==> config.mk <==
export PLATFORM = sky130hd
export DESIGN_NAME = coin_credit_unit
export DESIGN_NICKNAME = d
export VERILOG_FILES = /design/src/rtl/coin_credit_unit.sv
export SDC_FILE = /design/constraint.sdc
export NUM_CORES = 1
export LEC_CHECK = 0
export BUFFER_PORTS_ARGS = -buffer_cell sky130_fd_sc_hd__buf_4
export CAP_MARGIN = 20
export CELL_PAD_IN_SITES_DETAIL_PLACEMENT = 1
export CELL_PAD_IN_SITES_GLOBAL_PLACEMENT = 1
export CORE_MARGIN = 2
export CORE_UTILIZATION = 30
export DETAILED_ROUTE_END_ITERATION = 8
export PLACE_DENSITY = 0.57
export SKIP_LAST_GASP = 1
export SYNTH_ARGS = -nofsm -noshare
export SYNTH_HDL_FRONTEND = slang
export SYNTH_SLANG_ARGS = --single-unit
==> constraint.sdc <==
create_clock -name CLOCK_50 -period 2.84 [get_ports CLOCK_50]
set_input_delay 0.142 -clock CLOCK_50 [delete_from_list [all_inputs] [get_ports CLOCK_50]]
set_output_delay 0.142 -clock CLOCK_50 [all_outputs]
set_load 0.05 [all_outputs]
==> src/rtl/coin_credit_unit.sv <==
// coin_credit_unit: synchronised button edges, credit accumulation and vend/refund FSM with a timed change hold.
module coin_credit_unit #(
  parameter int CREDIT_W    = 5,
  parameter int MAX_CREDIT  = 31,
  parameter int HOLD_CYCLES = 4
) (
  input  logic                CLOCK_50,
  input  logic                RST,
  input  logic [3:0]          COIN_IN,
  input  logic                BUY,
  input  logic                CANCEL,
  input  logic [CREDIT_W-1:0] PRICE,
  output logic [CREDIT_W-1:0] CREDIT,
  output logic [CREDIT_W-1:0] CHANGE,
  output logic                VEND,
  output logic                REFUND,
  output logic                DENY,
  output logic                REJECT,
  output logic                BUSY,
  output logic [1:0]          STATE
);
  localparam int CW = $clog2(HOLD_CYCLES + 1);
  typedef enum logic [1:0] {IDLE = 2'b00, CREDITED = 2'b01, HOLD = 2'b10} state_t;
  state_t state, state_n;
  logic [5:0] s1, s2, prev, edges;
  logic [3:0] coin;
  logic buy_e, cancel_e, one_coin, coin_ok, afford;
  logic [CREDIT_W-1:0] val, credit_n, change_n;
  logic [CREDIT_W:0] sum;
  logic [CW-1:0] cnt, cnt_n;
  logic vend_n, refund_n, deny_n, reject_n;
  assign edges    = s2 & ~prev;
  assign coin     = edges[3:0];
  assign buy_e    = edges[4];
  assign cancel_e = edges[5];
  assign val      = coin[3] ? CREDIT_W'(10) : coin[2] ? CREDIT_W'(5) : coin[1] ? CREDIT_W'(2) : CREDIT_W'(1);
  // One extra bit keeps an overflowing sum from wrapping below MAX_CREDIT.
  assign sum      = {1'b0, CREDIT} + {1'b0, val};
  assign one_coin = (coin != 4'd0) && ((coin & (coin - 4'd1)) == 4'd0);
  assign coin_ok  = one_coin && (sum <= (CREDIT_W + 1)'(MAX_CREDIT));
  assign afford   = (PRICE != '0) && (CREDIT >= PRICE);
  assign BUSY     = (state == HOLD);
  assign STATE    = state;
  always_ff @(posedge CLOCK_50 or posedge RST) begin
    if (RST) begin
      s1     <= '0;
      s2     <= '0;
      prev   <= '0;
      state  <= IDLE;
      CREDIT <= '0;
      CHANGE <= '0;
      cnt    <= '0;
      VEND   <= 1'b0;
      REFUND <= 1'b0;
      DENY   <= 1'b0;
      REJECT <= 1'b0;
    end else begin
      s1     <= {CANCEL, BUY, COIN_IN};
      s2     <= s1;
      prev   <= s2;
      state  <= state_n;
      CREDIT <= credit_n;
      CHANGE <= change_n;
      cnt    <= cnt_n;
      VEND   <= vend_n;
      REFUND <= refund_n;
      DENY   <= deny_n;
      REJECT <= reject_n;
    end
  end
  always_comb begin
    state_n  = state;
    credit_n = CREDIT;
    change_n = CHANGE;
    cnt_n    = cnt;
    vend_n   = 1'b0;
    refund_n = 1'b0;
    deny_n   = 1'b0;
    reject_n = 1'b0;
    if (state == HOLD) begin
      reject_n = |coin;
      if (cnt == CW'(HOLD_CYCLES - 1)) begin
        state_n  = IDLE;
        change_n = '0;
        cnt_n    = '0;
      end else cnt_n = cnt + CW'(1);
    end else if (cancel_e && state == CREDITED) begin
      refund_n = 1'b1;
      reject_n = |coin;
      change_n = CREDIT;
      credit_n = '0;
      cnt_n    = '0;
      state_n  = HOLD;
    end else if (buy_e) begin
      reject_n = |coin;
      if (afford) begin
        vend_n   = 1'b1;
        change_n = CREDIT - PRICE;
        credit_n = '0;
        cnt_n    = '0;
        state_n  = HOLD;
      end else deny_n = 1'b1;
    end else if (|coin) begin
      if (coin_ok) begin
        credit_n = sum[CREDIT_W-1:0];
        state_n  = CREDITED;
      end else reject_n = 1'b1;
    end
  end
endmodule
==> run_results.csv <==
group,metric,value,unit
outcome,status,"finished clean",
timing,finalCriticalPeriod,2.55,ns
timing,slew_viol_final,0,
layout,area_growth_syn_to_layout,30.7,%
grt,grt_pass1_wl,7160,µm
yosys,synthXorXnorAreaFrac,0.0249,
route,drt_iter0_drc,38,
worst_setup_path,r2r_cells,6,
worst_setup_path,cp_slowest_stage_delay,0.55,ns
yosys,yosys_warnings,0,
worst_setup_path,endpoint_kind,"flop",
placed_design,gp_congestion,0.760,
cts,cts.sinks,37,
worst_setup_path,path_cells,"ha_1, a21o_1, a31oi_1, a311oi_2, o21ai_0, o21ai_0",
power_and_ir_drop,peakVddDrop,0.000363,V
yosys,synth_top_area_share,0.526,
floorplan,initial_core_util,0.316,
placed_design,dp_hpwl,3300,µm
timing,setup_viol_count_final,0,
grt,grt_max_degree,21,
route,drc,0,
cts,clk_pin_slew,0.07,ns
floorplan,ios,30,
worst_setup_path,r2r_end,"CHANGE[3]",
grt,antenna_found_initial,0,
timing,setup_tns,0,ns
layout,final_util,0.413,
floorplan,die_w,80.6,µm
yosys,muxShareOfSynthArea,0.0256,
route,routed_wl,4150,µm
yosys,synthAdderAreaFrac,0.0925,
yosys,ys_ff_latch,37,
route,viasPerCell,4.94,
grt,grt_util_all_layers,0.147,
timing,hold_slack,0.351,ns
yosys,ys_seq_area_frac,0.526,
yosys,syn_avg_cell_area,10.9,µm²
worst_setup_path,reg2reg_from,"CREDIT[2]",
route,dr.pass1.iters,4,
placed_design,port_buffers,29,
yosys,synth_top_family_by_area,"simple AND/OR/NAND/NOR gates",
cts,root_buffer,"clkbuf_8",
worst_setup_path,crit_required,2.98,ns
grt,grt_overflow,0,
route,ant_nets,0,
yosys,synth_cell_types,37,
floorplan,die-area,6490,µm²
timing,rsz0062_at_grt,"false",
worst_setup_path,crit_path_top_delay_cell,"o21ai_0",
worst_setup_path,r2r_slack,0.29,ns
floorplan,die_height,80.6,µm
timing,finalHoldViolCount,0,
cts,clk_latency,0.29,ns
worst_setup_path,arrival,2.69,ns
worst_setup_path,crit_fanout,6,
cts,cts_tree,"built",
worst_setup_path,crit_top_cell,"o21ai_0",
yosys,synthCells,162,
timing,finClkSkew,0.00681,ns
yosys,synthTopCellsByArea,"dfrtp_1 (53%), ha_1 (6.4%), a21oi_1 (2.8%)",
cts,cts_buffers,5,
timing,slew_headroom,0.528,
timing,tightest_slew,0.707,ns
worst_setup_path,cp-startpoint,"CREDIT[2]",
cts,h-tree-depth,2,
worst_setup_path,path_class,"flop to flop",
yosys,synth_nets,186,
timing,clock.fmax,392,MHz
cts,cts_max_path_buffers,2,
worst_setup_path,critPathCapture,"CHANGE[3]",
layout,diodes,0,
yosys,yosys.area_share.simple,0.159,
timing,finalCritPeriodShare,0.898,
min_path,hold_class,"flop to flop",
yosys,synth-compound-area-share,0.142,
power_and_ir_drop,power_density,1140,nW/µm²
power_and_ir_drop,p_leak,1.07,nW
yosys,synth_area,1760,µm²
job,cap_violations,0,
layout,final_nets,232,
route,vias,1389,
grt,grt_pass1_vias,1501,
route,wl_per_cell,14.8,µm
floorplan,num_rows,27,
layout,drive_gt1_frac,0.249,
yosys,synth.largest_area_cell,"dfrtp_1",
floorplan,coreArea,5570,µm²
worst_setup_path,start_kind,"flop",
cts,cts_setup_buffers,0,
==> per-layer routing <==
metal / GRT usage / vias up / routed length (µm)
met4: 0.0559 / 0 / 59
met5: 0 / - / 0
li1: - / 660 / -
met2: 0.247 / 21 / 2100
met1: 0.183 / 702 / 1860
met3: 0.0337 / 6 / 137
==> layout by cell type, fill, tap and decap left out, drive strengths merged, types with 3 or more instances in the layout <==
| master | instances |
|---|---|
| clkbuf | 6 |
| nand2b | 6 |
| ha | 9 |
| mux2i | 3 |
| a31oi | 3 |
| nor2 | 12 |
| buf | 34 |
| o211ai | 3 |
| nand3 | 6 |
| a21oi | 11 |
| nor2b | 5 |
| o21ai | 7 |
| dlygate4sd3 | 7 |
| dfrtp | 37 |
| inv | 12 |
| nand2 | 13 |
| o31ai | 4 |
| xnor2 | 3 |
==> cell type report <==
type                            count  area [µm²]
Fill cell                         639        3270
Sequential cell                    37         926
Multi-Input combinational cell    111         793
Timing Repair Buffer               41         325
Tap cell                           72        90.1
Clock buffer                        6        82.6
Inverter                           12        45.0
Clock inverter                      2        37.5
==> cell families after synthesis <==
group	after synthesis
and+or+nand+nor	53
buffers and inverters	14
xor gates and xnor gates	5
DFF	37
AOI/OAI and AO/OA	37
muxes	4
adders and majority gates	12
==> flip-flops by register name, indices dropped and copies added (netlist names) <==
register,flops
DENY,1
cnt,3
STATE,2
s2,6
prev,6
VEND,1
s1,6
REJECT,1
CREDIT,5
REFUND,1
CHANGE,5
==> cell usage after synthesis <==
cell type,count
maj3_1,1
a311oi_2,1
nand2b_1,6
nor4b_1,1
xnor2_1,3
nor2_2,1
or2_2,1
nand2_1,13
nor3_1,2
o21ai_0,7
fa_1,2
or3_1,2
nor2b_1,5
mux2_4,1
o31ai_1,4
nor4b_2,1
o211ai_1,3
a211o_1,1
nor4_1,2
nand3_1,6
a31oi_1,3
a21oi_1,10
dfrtp_1,37
a21oi_2,1
o21a_1,2
nor2_1,11
or4_4,1
a32o_1,1
o22ai_2,1
clkbuf_1,2
ha_1,9
mux2i_1,3
a31o_2,1
or4_1,1
inv_1,12
xor2_1,2
a21o_1,2
==> report_power, final <==
part           total [mW]  switching [mW]  internal, mW
clock               0.470           0.185         0.285
sequential          0.749           0.100         0.649
combinational        1.40           0.907         0.488
==> how the worst min path moves through the flow <==
stage / from / to / slack, ns / cells after the start
4_1_cts: s1[2] / s2[2] / 0.35 / 0
3_5_place_dp: COIN_IN[3] / s1[3] / 0.25 / 1
6_report: s1[2] / s2[2] / 0.35 / 0
5_1_grt: s1[0] / s2[0] / 0.37 / 0
3_3_place_gp: COIN_IN[0] / s1[0] / 0.25 / 1
2_1_floorplan: COIN_IN[0] / s1[0] / 0.17 / 0
==> metrics by stage <==
| stage | instances | instance area, µm² | total power [mW] | setup WS (ns) |
|---|---|---|---|---|
| after floorplan | 162 | 1760 | 1.71 | 0.321 |
| after global placement | 266 | 2100 | 2.10 | 0.249 |
| after detailed placement | 266 | 2100 | 2.15 | 0.123 |
| after CTS | 281 | 2290 | 2.64 | 0.0882 |
| after global routing | 281 | 2300 | 2.82 | 0.0464 |
| final | 281 | 2300 | 2.61 | 0.290 |
==> critical path: cells and delay by family (launching register included) <==
family / cells / cell delay (ns)
fa+ha+maj: 1 / 0.38
flops: 1 / 0.46
compound gates: 5 / 1.58
==> repair_timing <==
| action | in CTS | in global routing |
|---|---|---|
| setup endpoints to repair | 0 | 5 |
| hold buffers | 7 | 0 |
| resized for setup | 0 | 4 |
| endpoints found under the hold margin | 25 | 0 |
Note: power is estimated with default switching activity, not from simulation.
